## src/rtl/decimal_entry_0_19_pkg.sv

```systemverilog
// decimal_entry_0_19_pkg: shared encodings and digit arithmetic for the 0-19 operand entry unit.
`default_nettype none

package decimal_entry_0_19_pkg;

  typedef enum logic [1:0] {
    ST_TENS  = 2'b00,
    ST_UNITS = 2'b01,
    ST_HOLD  = 2'b10
  } entry_state_t;

  localparam int unsigned MAX_OPERAND = 19;
  localparam int unsigned UNITS_WRAP  = 9;
  localparam int unsigned OPERAND_W   = $clog2(MAX_OPERAND + 1);
  localparam int unsigned UNITS_W     = $clog2(UNITS_WRAP + 1);

  function automatic logic [OPERAND_W-1:0] operand_value(
    input logic               tens,
    input logic [UNITS_W-1:0] units
  );
    logic [OPERAND_W-1:0] w_units_ext;
    w_units_ext = OPERAND_W'(units);
    return tens ? (OPERAND_W'(10) + w_units_ext) : w_units_ext;
  endfunction

  function automatic logic [UNITS_W-1:0] next_units(input logic [UNITS_W-1:0] units);
    return (units == UNITS_W'(UNITS_WRAP)) ? '0 : units + UNITS_W'(1);
  endfunction

endpackage

`default_nettype wire

```

## src/rtl/decimal_entry_0_19_if.sv

```systemverilog
// decimal_entry_0_19_if: valid/ready operand handshake toward the processor datapath.
`default_nettype none

interface decimal_entry_0_19_if;
  import decimal_entry_0_19_pkg::*;

  logic [OPERAND_W-1:0] value_out;
  logic                 value_valid;
  logic                 value_ready;

  modport master (
    output value_out,
    output value_valid,
    input  value_ready
  );

  modport slave (
    input  value_out,
    input  value_valid,
    output value_ready
  );
endinterface

`default_nettype wire

```

## src/rtl/decimal_entry_0_19_key_debounce.sv

```systemverilog
// key_debounce: 2-FF synchronizer, optional debounce counter (ENTRY_DEBOUNCE_EN), rising-edge pulse.
`default_nettype none

module key_debounce #(
  parameter int unsigned DEBOUNCE_CYCLES = 50000
) (
  input  wire  clk,
  input  wire  reset,
  input  wire  i_key_n,
  output logic o_pulse
);

  logic r_sync1;
  logic r_sync2;
  logic r_level_d;
  logic w_level;

  always_ff @(posedge clk) begin
    if (reset) begin
      r_sync1   <= 1'b0;
      r_sync2   <= 1'b0;
      r_level_d <= 1'b0;
    end else begin
      r_sync1   <= ~i_key_n;
      r_sync2   <= r_sync1;
      r_level_d <= w_level;
    end
  end

`ifdef ENTRY_DEBOUNCE_EN
  localparam int unsigned CNT_W = $clog2(DEBOUNCE_CYCLES + 1);
  localparam logic [CNT_W-1:0] CNT_LAST = CNT_W'(DEBOUNCE_CYCLES - 1);

  logic             r_level;
  logic [CNT_W-1:0] r_cnt;

  // Level flips on the DEBOUNCE_CYCLES-th consecutive cycle of disagreement.
  always_ff @(posedge clk) begin
    if (reset) begin
      r_level <= 1'b0;
      r_cnt   <= '0;
    end else if (r_sync2 != r_level) begin
      if (r_cnt == CNT_LAST) begin
        r_level <= r_sync2;
        r_cnt   <= '0;
      end else begin
        r_cnt <= r_cnt + CNT_W'(1);
      end
    end else begin
      r_cnt <= '0;
    end
  end

  assign w_level = r_level;
`else
  logic w_unused_cfg;
  assign w_unused_cfg = (DEBOUNCE_CYCLES > 1);
  assign w_level      = r_sync2;
`endif

  assign o_pulse = w_level & ~r_level_d;

endmodule

`default_nettype wire

```

## src/rtl/decimal_entry_0_19.sv

```systemverilog
// decimal_entry_0_19: two-digit (0-19) operand entry FSM with valid/ready output.
// Debounce counters are enabled by defining ENTRY_DEBOUNCE_EN.
`default_nettype none

module decimal_entry_0_19
  import decimal_entry_0_19_pkg::*;
#(
  parameter int unsigned DEBOUNCE_CYCLES = 50000
) (
  input  wire                       clk,
  input  wire                       reset,
  input  wire                       key_inc_n,
  input  wire                       key_next_n,
  input  wire                       key_clr_n,
  decimal_entry_0_19_if.master      entry_bus,
  output logic                      tens_digit,
  output logic [UNITS_W-1:0]        units_digit,
  output logic [1:0]                entry_state
);

  logic w_inc_p;
  logic w_next_p;
  logic w_clr_p;

  key_debounce #(.DEBOUNCE_CYCLES(DEBOUNCE_CYCLES)) u_key_inc (
    .clk     (clk),
    .reset   (reset),
    .i_key_n (key_inc_n),
    .o_pulse (w_inc_p)
  );

  key_debounce #(.DEBOUNCE_CYCLES(DEBOUNCE_CYCLES)) u_key_next (
    .clk     (clk),
    .reset   (reset),
    .i_key_n (key_next_n),
    .o_pulse (w_next_p)
  );

  key_debounce #(.DEBOUNCE_CYCLES(DEBOUNCE_CYCLES)) u_key_clr (
    .clk     (clk),
    .reset   (reset),
    .i_key_n (key_clr_n),
    .o_pulse (w_clr_p)
  );

  entry_state_t         r_state;
  logic                 r_tens;
  logic [UNITS_W-1:0]   r_units;
  logic [OPERAND_W-1:0] r_value;
  logic                 r_valid;

  // Priority: reset > clear > next > inc; losing pulses are simply dropped.
  always_ff @(posedge clk) begin
    if (reset) begin
      r_state <= ST_TENS;
      r_tens  <= 1'b0;
      r_units <= '0;
      r_value <= '0;
      r_valid <= 1'b0;
    end else if (w_clr_p) begin
      r_state <= ST_TENS;
      r_tens  <= 1'b0;
      r_units <= '0;
      r_valid <= 1'b0;
    end else begin
      case (r_state)
        ST_TENS: begin
          if (w_next_p) begin
            r_state <= ST_UNITS;
          end else if (w_inc_p) begin
            r_tens <= ~r_tens;
          end
        end
        ST_UNITS: begin
          if (w_next_p) begin
            r_value <= operand_value(r_tens, r_units);
            r_valid <= 1'b1;
            r_state <= ST_HOLD;
          end else if (w_inc_p) begin
            r_units <= next_units(r_units);
          end
        end
        ST_HOLD: begin
          // Digits are kept so the next entry starts from this operand.
          if (r_valid && entry_bus.value_ready) begin
            r_valid <= 1'b0;
            r_state <= ST_TENS;
          end
        end
        default: begin
          r_state <= ST_TENS;
        end
      endcase
    end
  end

  assign entry_bus.value_out   = r_value;
  assign entry_bus.value_valid = r_valid;
  assign tens_digit            = r_tens;
  assign units_digit           = r_units;
  assign entry_state           = r_state;

endmodule

`default_nettype wire

```

## src/flat_wrapper.sv

```systemverilog
// flat-port wrapper written by rule: the top's interface ports become plain ports
module decimal_entry_0_19_flat import decimal_entry_0_19_pkg::*;
#(
  parameter int unsigned DEBOUNCE_CYCLES = 50000
)
  (clk, reset, key_inc_n, key_next_n, key_clr_n, tens_digit, units_digit, entry_state, entry_bus_value_out, entry_bus_value_valid, entry_bus_value_ready);
  decimal_entry_0_19_if entry_bus_i ();
  input  wire clk;
  input  wire reset;
  input  wire key_inc_n;
  input  wire key_next_n;
  input  wire key_clr_n;
  output logic tens_digit;
  output logic [UNITS_W-1:0] units_digit;
  output logic [1:0] entry_state;
  output wire logic [$bits(entry_bus_i.value_out)-1:0] entry_bus_value_out;
  output wire logic [$bits(entry_bus_i.value_valid)-1:0] entry_bus_value_valid;
  input wire logic [$bits(entry_bus_i.value_ready)-1:0] entry_bus_value_ready;
  assign entry_bus_value_out = entry_bus_i.value_out;
  assign entry_bus_value_valid = entry_bus_i.value_valid;
  assign entry_bus_i.value_ready = entry_bus_value_ready;
  decimal_entry_0_19 #(.DEBOUNCE_CYCLES(DEBOUNCE_CYCLES)) u_core (.clk(clk), .reset(reset), .key_inc_n(key_inc_n), .key_next_n(key_next_n), .key_clr_n(key_clr_n), .entry_bus(entry_bus_i), .tens_digit(tens_digit), .units_digit(units_digit), .entry_state(entry_state));
endmodule
```

## config.mk

```make
export PLATFORM = sky130hd
export DESIGN_NAME = decimal_entry_0_19_flat
export DESIGN_NICKNAME = d
export VERILOG_FILES = /design/src/rtl/decimal_entry_0_19_pkg.sv /design/src/rtl/decimal_entry_0_19_if.sv /design/src/rtl/decimal_entry_0_19_key_debounce.sv /design/src/rtl/decimal_entry_0_19.sv /design/src/flat_wrapper.sv
export SDC_FILE = /design/constraint.sdc
export NUM_CORES = 1
export LEC_CHECK = 0
export CORE_MARGIN = 4
export CORE_UTILIZATION = 47
export DETAILED_ROUTE_END_ITERATION = 10
export PLACE_DENSITY = 0.85
export SLEW_MARGIN = 10
export SYNTH_ARGS = -nofsm -noshare
export SYNTH_HDL_FRONTEND = slang
export SYNTH_SLANG_ARGS = --single-unit
```

## constraint.sdc

```tcl
create_clock -name clk -period 1.5 [get_ports clk]
set_input_delay 0.45 -clock clk [delete_from_list [all_inputs] [get_ports clk]]
set_output_delay 0.45 -clock clk [all_outputs]
set_load 0.005 [all_outputs]
```

==> impl_metrics.toml <==
[grt]
global_route.usage.met2_pct = 30.7
global_route.peak_usage_layer = "met2"
first_global_vias = 708
grt_max_degree = 15
initial_antenna_violation_count = 0
grt_util_all_layers_pct = 15.7
grt_use_met1_pct = 16.5
grt_use_met3_pct = 1.81
grt.overflow.total = 0
grt_first_pass_wirelength_mm = 3.02

[drt]
ant_nets = 0
drt_iter0_drc = 12
drc = 0
route.detailed.wl_per_inst_um = 12.7
vias = 732
drt_wl_total_mm = 1.85
viasPerCell = 5.01
first_pass_iters = 5

[cts]
cts_tree = "built"
path_clk_slew_ns = 0.12
clkSinkCount = 22
ctsLongestPathBuffers = 2
post_cts_hold_buffer_count = 0
ctsRootBufferMaster = "clkbuf_4"
clock_tree.htree_level_count = 1
numCtsBuffers = 3
clk-insertion-delay-late_ns = 0.31

[logic_synthesis]
synth_enable_flop_cells = 0
synth_top_area_share_pct = 52.9
avgSynthCellArea_um2 = 9.26
post_synth_num_cell_types = 25
synth.ff_latch_count = 22
mappedNetlistNets = 97
yosys_warnings = 0
synth_top_cells_by_area = "dfxtp_1 53%, a21oi_1 4.8%, nand2_1 4.5%"
async_reset_ff_share_pct = 0
synth.cells.most_frequent = "22 x dfxtp_1, 10 x nand2_1, 10 x nor2_1"
synth-seq-area-share_pct = 52.9
synth_flop_cell = "dfxtp_1"
yosys.area.top_type = "dfxtp_1"
synthesis.instances = 90
most_numerous_cell_in_the_yosys_netlist = "dfxtp_1"
netlist_area_um2 = 833

[critical_path]
crit_path_max_fanout = 5
crit-reg2reg-capture = "u_core.units_digit[3]"
timing_worst_setup_path_type = "reg -> reg"
rrSetupSlack_ns = 0.0005
cpPeakStageDelay_ns = 0.44
setup.worst_path.end_class = "register"
critPathLaunchType = "register"
critical_path.top_delay_family = "simple AND/OR/NAND/NOR gates"
r2r.worst_path.cells = 5
crit_path_end = "u_core.units_digit[3]"
critical_path_required_ns = 1.75
critPathArrivalTime_ns = 1.75
critical_r2r_launch = "u_core.entry_state[1]"
critPathBufInv = 1
worstPathCellList = "buf_6, nor3b_4, nand4_1, or3b_1, a21oi_2"
slowest_stage = "or3b_1"
crit_cells = 5
worst_setup_path_startpoint = "u_core.entry_state[1]"

[power_and_ir_drop]
leakagePower_nw = 0.537
irDropWorstVdd_uv = 691
p_per_area_mw_per_mm2 = 843

[die]
dieWidth_um = 50.1
number_of_rows_created_at_floorplan = 14
design.die.area_mm2 = 0.00251
die_h_um = 50.1
ioPinCount = 19
coreArea_mm2 = 0.00159
initial_util_pct = 52.3

[timing]
clock_skew_ns = 0.00319
grt_setup_unrepaired = "true"
setup_total_negative_slack_ns = 0
fin_crit_sh_pct = 100
finalMaxSlewViolations = 0
finalWorstPathRequiredPeriod_ns = 1.50
tightest_slew_ns = 0.351
final_hold_viol_count = 0
slew_margin_rel_pct = 76.6
max_freq_ghz = 0.667
timing.final.setup_violations = 0

[status]
run_status = "finished, final reports clean"

[layout]
seq_area_um2 = 462
multi_input_area_um2 = 393
layout-drive-gt1-share_pct = 28.7
area_delta_synth_final_pct = 42.6
fill_cells = 131
antenna_diodes = 0
design.final.nets = 130
final-instance-count-excl-fill = 146

[hold_path]
hold_path.class = "reg -> reg"

[placement]
hpwlAfterDp_mm = 1.30
gp_congestion = 0.744
numPlacedInstances = 136
placement.io_buffers = 18

[job]
maxCapViolCount = 0
[timing repair]
item	in CTS	in global routing
buffers inserted	4	2
cloned	0	0
resized for setup	30	4
endpoints found under the setup margin	13	4
pin swaps	3	4
[worst reg2reg max path, cell delays in order, from the launching register on]
cell and delay [ns]:
dfxtp_4 0.36, buf_6 0.12, nor3b_4 0.22, nand4_1 0.17
or3b_1 0.44, a21oi_2 0.12
[state kept, by name, summed over array words and instances, names as in the netlist]
signal                        flops
u_core.tens_digit                 1
u_core.u_key_inc.r_sync1          1
u_core.entry_bus.value_valid      1
u_core.entry_state                2
u_core.u_key_next.r_level_d       1
u_core.u_key_next.r_sync1         1
u_core.u_key_clr.r_sync2          1
u_core.units_digit                4
u_core.u_key_clr.r_level_d        1
u_core.u_key_inc.r_sync2          1
u_core.u_key_inc.r_level_d        1
u_core.u_key_clr.r_sync1          1
u_core.entry_bus.value_out        5
u_core.u_key_next.r_sync2         1
[metal layers]
layer | vias up | share of wire (%)
li1 | 365 | -
met2 | 30 | 53
met4 | 0 | 1.7
met3 | 5 | 5.6
met1 | 332 | 40
met5 | - | 0
[per-stage QoR]
stage / power (mW) / hold WS [ns] / area, um^2 / worst slack, ns / utilization (%)
after detailed placement: 0.686 / 0.425 / 1080 / 0.0324 / 68.0
after floorplan: 0.649 / 0.414 / 833 / 0.194 / -
after global routing: 1.04 / 0.465 / 1190 / -0.0468 / 74.6
after global placement: 0.682 / 0.417 / 1080 / 0.0849 / 68.0
final: 1.00 / 0.453 / 1190 / 0.000471 / 74.6
after CTS: 1.00 / 0.454 / 1160 / 0.00224 / 72.9
[logic make-up (layout without fill, tap and decap cells)]
kind of cell / Yosys count / after routing / synth area share (%)
flip-flops: 22 / 22 / 52.9
XOR/XNOR: 5 / 5 / 5.26
adder cells (fa/ha/maj): 1 / 1 / 1.50
AND/OR/NAND/NOR: 42 / 42 / 26.4
buffers and inverters: 4 / 36 / 1.95
multiplexers: 3 / 3 / 3.60
AO/OA/AOI/OAI: 13 / 13 / 8.41
[power by group]
group | switching (mW) | total, mW | internal, mW
registers | 0.00541 | 0.600 | 0.594
logic | 0.0332 | 0.0709 | 0.0377
clock network | 0.183 | 0.331 | 0.148
[placed cells by master (no fill, tap or decap), types with 4 or more instances in the layout]
cell,Yosys,routed
nand2_1,10,10
dfxtp_2,0,11
buf_4,0,13
nor2_1,10,10
a21oi_1,8,7
dlygate4sd2_1,0,12
dfxtp_1,22,9
xor2_1,4,4
nor2b_1,6,6
nand2b_1,4,4
clkdlybuf4s50_1,0,5
[how the worst min path moves through the flow]
| stage | startpoint | end | slack, ns | cells after the start |
|---|---|---|---|---|
| after floorplan | u_core.u_key_clr.r_sync1 | u_core.u_key_clr.r_sync2 | 0.41 | 1 |
| after global placement | u_core.u_key_clr.r_sync1 | u_core.u_key_clr.r_sync2 | 0.42 | 1 |
| after detailed placement | u_core.u_key_clr.r_sync1 | u_core.u_key_clr.r_sync2 | 0.43 | 1 |
| after CTS | u_core.u_key_clr.r_sync1 | u_core.u_key_clr.r_sync2 | 0.45 | 1 |
| after global routing | u_core.u_key_clr.r_sync1 | u_core.u_key_clr.r_sync2 | 0.46 | 1 |
| final | u_core.u_key_clr.r_sync1 | u_core.u_key_clr.r_sync2 | 0.45 | 1 |
[layout make-up]
| cell class | count | area share [%] |
|---|---|---|
| multi-input cells | 64 | 33.1 |
| flip-flops and latches | 22 | 38.8 |
| well taps | 24 | 2.53 |
| repair buffers | 31 | 22.2 |
| inverters | 1 | 0.316 |
| clock buffers | 4 | 3.05 |
Power figures use the tool's default switching activity.
